File: config.mk
export PLATFORM = sky130hd
export DESIGN_NAME = relay_mode_sequencer
export DESIGN_NICKNAME = d
export VERILOG_FILES = /design/src/rtl/relay_mode_sequencer_pkg.sv /design/src/rtl/mode_guard_timer.sv /design/src/rtl/relay_mode_sequencer.sv
export SDC_FILE = /design/constraint.sdc
export NUM_CORES = 1
export LEC_CHECK = 0
export CAP_MARGIN = 20
export CORE_AREA = 2 2 76 78
export DETAILED_ROUTE_END_ITERATION = 10
export DIE_AREA = 0 0 78 80
export DONT_BUFFER_PORTS = 1
export GPL_ROUTABILITY_DRIVEN = 0
export HOLD_SLACK_MARGIN = 0.03
export PLACE_DENSITY = 0.73
export SYNTH_ARGS = -nofsm -noshare
export SYNTH_HDL_FRONTEND = slang
export SYNTH_HIERARCHICAL = 1
export SYNTH_SLANG_ARGS = --single-unit
File: constraint.sdc
create_clock -name ck_1356meg -period 2.2 [get_ports ck_1356meg]
set_input_delay 0.22 -clock ck_1356meg [delete_from_list [all_inputs] [get_ports ck_1356meg]]
set_output_delay 0.22 -clock ck_1356meg [all_outputs]
set_load 0.005 [all_outputs]
File: src/rtl/relay_mode_sequencer_pkg.sv
// Mode encodings, sequencer states and the relay-mode decode shared by the
// mode sequencer and the relay path.
package relay_mode_sequencer_pkg;

    localparam int unsigned MODE_W = 3;
    localparam int unsigned CNT_W  = 16;
    localparam int unsigned SWC_W  = 8;

    localparam logic [MODE_W-1:0] MODE_SNIFFER       = 3'b000;
    localparam logic [MODE_W-1:0] MODE_TAGSIM_LISTEN = 3'b001;
    localparam logic [MODE_W-1:0] MODE_TAGSIM_MOD    = 3'b010;
    localparam logic [MODE_W-1:0] MODE_READER_LISTEN = 3'b011;
    localparam logic [MODE_W-1:0] MODE_READER_MOD    = 3'b100;
    localparam logic [MODE_W-1:0] MODE_FAKE_READER   = 3'b101;
    localparam logic [MODE_W-1:0] MODE_FAKE_TAG      = 3'b110;
    localparam logic [MODE_W-1:0] MODE_RELAY_TEST    = 3'b111;

    typedef enum logic [1:0] {
        ST_IDLE          = 2'b00,
        ST_WAIT_BOUNDARY = 2'b01,
        ST_GUARD         = 2'b10
    } seq_state_t;

    // Fake reader, fake tag and relay test all route through the relay path.
    function automatic logic is_relay_mode(input logic [MODE_W-1:0] mode);
        return (mode == MODE_FAKE_READER) || (mode == MODE_FAKE_TAG) ||
               (mode == MODE_RELAY_TEST);
    endfunction

endpackage

File: src/rtl/mode_guard_timer.sv
// Loadable down-counter; done_c flags the enabled cycle in which it sits at zero.
module mode_guard_timer
    import relay_mode_sequencer_pkg::*;
(
    input  logic             ck_1356meg,
    input  logic             nrst,
    input  logic             load,
    input  logic [CNT_W-1:0] load_value,
    input  logic             enable,
    output logic             done_c
);

    logic [CNT_W-1:0] count;

    always_ff @(posedge ck_1356meg) begin
        if (!nrst) begin
            count <= '0;
        end else if (load) begin
            count <= load_value;
        end else if (enable && (count != '0)) begin
            count <= count - CNT_W'(1);
        end
    end

    assign done_c = enable && (count == '0);

endmodule

File: src/rtl/relay_mode_sequencer.sv
// Defers modulation mode changes to a frame boundary (or timeout) and then
// holds the carrier quiet for a guard interval before applying the new mode.
module relay_mode_sequencer
    import relay_mode_sequencer_pkg::*;
#(
    parameter int unsigned GUARD_CYCLES     = 128,
    parameter int unsigned BOUNDARY_TIMEOUT = 4096
) (
    input  logic              ck_1356meg,
    input  logic              nrst,
    input  logic              conf_strobe,
    input  logic [MODE_W-1:0] conf_mod_type,
    input  logic              frame_boundary,
    output logic [MODE_W-1:0] mod_type,
    output logic              relay_active,
    output logic              carrier_hold,
    output logic              busy,
    output logic              overrun,
    output logic [SWC_W-1:0]  switch_count
);

    localparam logic [CNT_W-1:0] TIMEOUT_LOAD = CNT_W'(BOUNDARY_TIMEOUT - 1);
    localparam logic [CNT_W-1:0] GUARD_LOAD   = CNT_W'(GUARD_CYCLES - 1);

    seq_state_t        state;
    logic [MODE_W-1:0] pending;

    logic start_c;
    logic timeout_done_c;
    logic guard_load_c;
    logic guard_done_c;
    logic [MODE_W-1:0] final_mode_c;

    assign start_c      = (state == ST_IDLE) && conf_strobe && (conf_mod_type != mod_type);
    assign guard_load_c = (state == ST_WAIT_BOUNDARY) && (frame_boundary || timeout_done_c);
    // A request landing on the last guard cycle still wins.
    assign final_mode_c = conf_strobe ? conf_mod_type : pending;

    mode_guard_timer u_timeout (
        .ck_1356meg (ck_1356meg),
        .nrst       (nrst),
        .load       (start_c),
        .load_value (TIMEOUT_LOAD),
        .enable     (state == ST_WAIT_BOUNDARY),
        .done_c     (timeout_done_c)
    );

    mode_guard_timer u_guard (
        .ck_1356meg (ck_1356meg),
        .nrst       (nrst),
        .load       (guard_load_c),
        .load_value (GUARD_LOAD),
        .enable     (state == ST_GUARD),
        .done_c     (guard_done_c)
    );

    always_ff @(posedge ck_1356meg) begin
        if (!nrst) begin
            state        <= ST_IDLE;
            pending      <= MODE_SNIFFER;
            mod_type     <= MODE_SNIFFER;
            relay_active <= 1'b0;
            carrier_hold <= 1'b0;
            busy         <= 1'b0;
            overrun      <= 1'b0;
            switch_count <= '0;
        end else begin
            case (state)
                ST_IDLE: begin
                    if (start_c) begin
                        pending <= conf_mod_type;
                        busy    <= 1'b1;
                        state   <= ST_WAIT_BOUNDARY;
                    end
                end
                ST_WAIT_BOUNDARY: begin
                    if (conf_strobe) begin
                        pending <= conf_mod_type;
                        overrun <= 1'b1;
                    end
                    if (guard_load_c) begin
                        mod_type     <= MODE_SNIFFER;
                        relay_active <= 1'b0;
                        carrier_hold <= 1'b1;
                        state        <= ST_GUARD;
                    end
                end
                ST_GUARD: begin
                    if (conf_strobe) begin
                        pending <= conf_mod_type;
                        overrun <= 1'b1;
                    end
                    if (guard_done_c) begin
                        mod_type     <= final_mode_c;
                        relay_active <= is_relay_mode(final_mode_c);
                        carrier_hold <= 1'b0;
                        busy         <= 1'b0;
                        switch_count <= switch_count + SWC_W'(1);
                        state        <= ST_IDLE;
                    end
                end
                default: begin
                    state <= ST_IDLE;
                    busy  <= 1'b0;
                end
            endcase
        end
    end

endmodule

==> flow_summary_export.csv <==
group,metric,value,unit
run_status,outcome,"complete, no violations",
power,powerDensity,767,mW/mm^2
detailed_routing,routedWlPerCell,13.0,um
setup_path,startpoint_type,"flop",
placement,port_buffers,0,
detailed_routing,vias,2508,
setup_path,worstPathArrival,2280,ps
yosys,synthDistinctLibCells,56,
yosys,synth-main-ff-cell,"dfxtp_1",
layout,final_util,63.4,%
layout,syn2layout_area_growth,15.7,%
timing,slew_violations,0,
global_routing,grt_pass1_wl,10300,um
die,die_h,80,um
yosys,synth_seq_cells,52,
setup_path,cp_top_family,"simple AND/OR/NAND/NOR gates",
timing,finalHoldViolations,0,
yosys,synth-compound-area-share,23.5,%
yosys,synth-seq-area-share,35.1,%
yosys,yosys.area_share.adder,2.53,%
die,top_level_ports,22,
setup_path,path_class,"flop to flop",
detailed_routing,first_pass_iters,4,
die,rows,27,
yosys,synth_top_family_by_area,"simple AND/OR/NAND/NOR gates",
clocking,root_buffer,"clkbuf_8",
setup_path,critPathBufInv,1,
global_routing,grt-ovfl-total,0,
detailed_routing,via_per_inst,5.41,
detailed_routing,drtAntennaViolNets,0,
clocking,cts_buffers,5,
global_routing,grt_pass1_vias,2353,
global_routing,grtUsageTotal,20.1,%
placement,hpwl,4110,um
timing,fmax,482,MHz
die,die_area,0.00624,mm^2
detailed_routing,drc_errors,0,
timing,period_share,94.2,%
timing,setup_violations,0,
timing,period_needed,2070,ps
die,initial_core_util,54.9,%
setup_path,slowest_delay,340,ps
setup_path,worstPathMaxFanout,5,
min_path,worst_hold_path_type,"input port to flop",
flow_run,drv_cap,0,
clocking,h-tree-depth,2,
detailed_routing,dr.first_iter.drc_count,73,
clocking,clk_latency,300,ps
yosys,synth_xor_area_share,7.68,%
layout,drive_above_1_share,14.0,%
yosys,syn_area,0.00297,mm^2
setup_path,critPathSlowestCell,"dfxtp_1",
global_routing,grt_antenna_before_repair,0,
timing,finalClockSkew,5.93,ps
power,irDropWorstVdd,0.000358,V
yosys,synth_warnings,6,
setup_path,worst_ep_required_time,2400,ps
setup_path,endpoint_kind,"flop",
setup_path,path_cells,"inv_2, ha_4, nor4b_4, nand2_2, nor3_4, nand3_2, nor4_4, xor2_1, and2_1",
power,leakagePower,0.00132,uW
yosys,syn_inst,350,
yosys,synth.avg_cell_area,8.47,um^2
yosys,yosys.area_share.simple,23.6,%
clocking,cts_tree,"done",
layout,insertedDiodeCount,0,
yosys,yosys-mux-area-fraction,3.16,%
layout,final_nets,405,
detailed_routing,wl,6010,um
yosys,async_flop_share,0,%
clocking,max-clock-path-buffers,2,
timing,fin_setup_tns,0,ps
global_routing,grt_max_degree,57,
clocking,cts.clk_slew.worst_paths,90,ps
die,die_w,78,um
die,core-area,0.00541,mm^2
yosys,synth_edf_count,0,
clocking,clkSinkCount,52,
layout,fillCellCount,479,
## cell usage after synthesis, drive strengths merged (6+ instances only)
library cell  number  area share, %
nor2              19            2.4
o21ai             38            6.7
nand2             26            3.5
nand3             12            2.4
ha                 6            2.5
nor2b              9            2.2
a21oi             39            6.6
or3                6            1.3
mux2i              6            2.0
nor3              18            3.0
clkbuf             9            1.2
dfxtp             52             35
inv               14            1.8
xnor2             22            6.5
a211oi             6            1.5
## cells by family (layout without fill, tap and decap cells)
group | Yosys count | in the layout
AOI/OAI and AO/OA | 111 | 111
xor gates and xnor gates | 26 | 26
adders and majority gates | 6 | 6
buffers and inverters | 29 | 41
DFF | 52 | 52
muxes | 9 | 9
other | 2 | 32
and+or+nand+nor | 115 | 115
## worst reg2reg max path, stage by stage, from the launching register on
cell and delay (ps):
dfxtp_1 340, inv_2 80, ha_4 130, nor4b_4 240, nand2_2 150, nor3_4 290, nand3_2 160, nor4_4 320
xor2_1 100, and2_1 160
## area by class of cell
| class | instances | area [um^2] | share of cell area, % |
|---|---|---|---|
| clock buffers | 5 | 68.8 | 2.01 |
| clock inverters | 2 | 60.1 | 1.75 |
| inverters | 16 | 62.6 | 1.82 |
| multi-input cells | 299 | 1970 | 57.3 |
| flip-flops and latches | 52 | 1040 | 30.4 |
| well taps | 72 | 90.1 | 2.63 |
| repair buffers | 18 | 140 | 4.09 |
## flip-flops by register name, indices dropped and copies added (netlist names)
| name | cells |
|---|---|
| pending | 3 |
| busy | 1 |
| u_timeout/count | 16 |
| state | 2 |
| u_guard/count | 16 |
| overrun | 1 |
| relay_active | 1 |
| mod_type | 3 |
| carrier_hold | 1 |
| switch_count | 8 |
## layout by cell type (no fill, tap or decap), drive strengths merged, types with 2 or more instances in the layout
master / n
a2111oi: 2
a211o: 2
a211oi: 6
a21boi: 4
a21oi: 39
a22oi: 3
a311oi: 2
a32o: 2
and2: 4
and4: 2
and4b: 2
and4bb: 2
buf: 16
bufinv: 2
clkbuf: 5
conb: 32
dfxtp: 52
dlygate4sd3: 2
ha: 6
inv: 15
mux2: 3
mux2i: 6
nand2: 26
nand3: 12
nand4b: 2
nor2: 19
nor2b: 9
nor3: 18
nor4: 3
nor4b: 2
o211a: 2
o211ai: 3
o21ai: 38
o221a: 2
or2: 2
or3: 6
or4: 2
xnor2: 22
xor2: 4
## per-stage QoR
step,worst slack (ps),instances,total power (uW),hold WS (ps),area [um^2]
2_1_floorplan,61.3,380,1680,350,3090
3_3_place_gp,93.9,450,1810,346,3200
3_5_place_dp,-26.8,450,1830,350,3200
4_1_cts,33.8,458,2600,32.8,3340
5_1_grt,-45.9,464,2800,36.6,3430
6_report,127,464,2630,51.4,3430
## path summary, 6_finish.rpt
| check | from | end | slack, ps | depth (start not counted) |
|---|---|---|---|---|
| setup / recovery | u_guard/count[1] | switch_count[7] | 130 | 9 |
| hold / removal | conf_mod_type[2] | pending[2] | 50 | 2 |
| setup reg to reg | u_guard/count[1] | switch_count[7] | 130 | 9 |
| hold reg to reg | pending[2] | pending[2] | 460 | 2 |
## metal layers
metal | GRT usage [%] | share of wire (%) | wire (um) | vias up
met5 | 0 | 0 | 0 | -
met4 | 5.79 | 0.63 | 38 | 0
met3 | 4.64 | 4.2 | 253 | 2
met2 | 36.0 | 49 | 2970 | 41
met1 | 24.0 | 46 | 2750 | 1142
li1 | - | - | - | 1323
## power breakdown
part	switching [uW]	leakage, uW	internal (uW)
combinational	406	0.000828	334
clock	315	0.0000642	448
sequential	98.2	0.000426	1030
total	819	0.00132	1810
## timing repair
item,4_1_cts,5_1_grt
hold buffers,1,1
hold endpoints to repair,1,4
pin swaps,0,5
setup buffers,0,5
endpoints found under the setup margin,1,23
gates resized for setup,1,10
No activity file was read; power rests on OpenSTA's default activity.
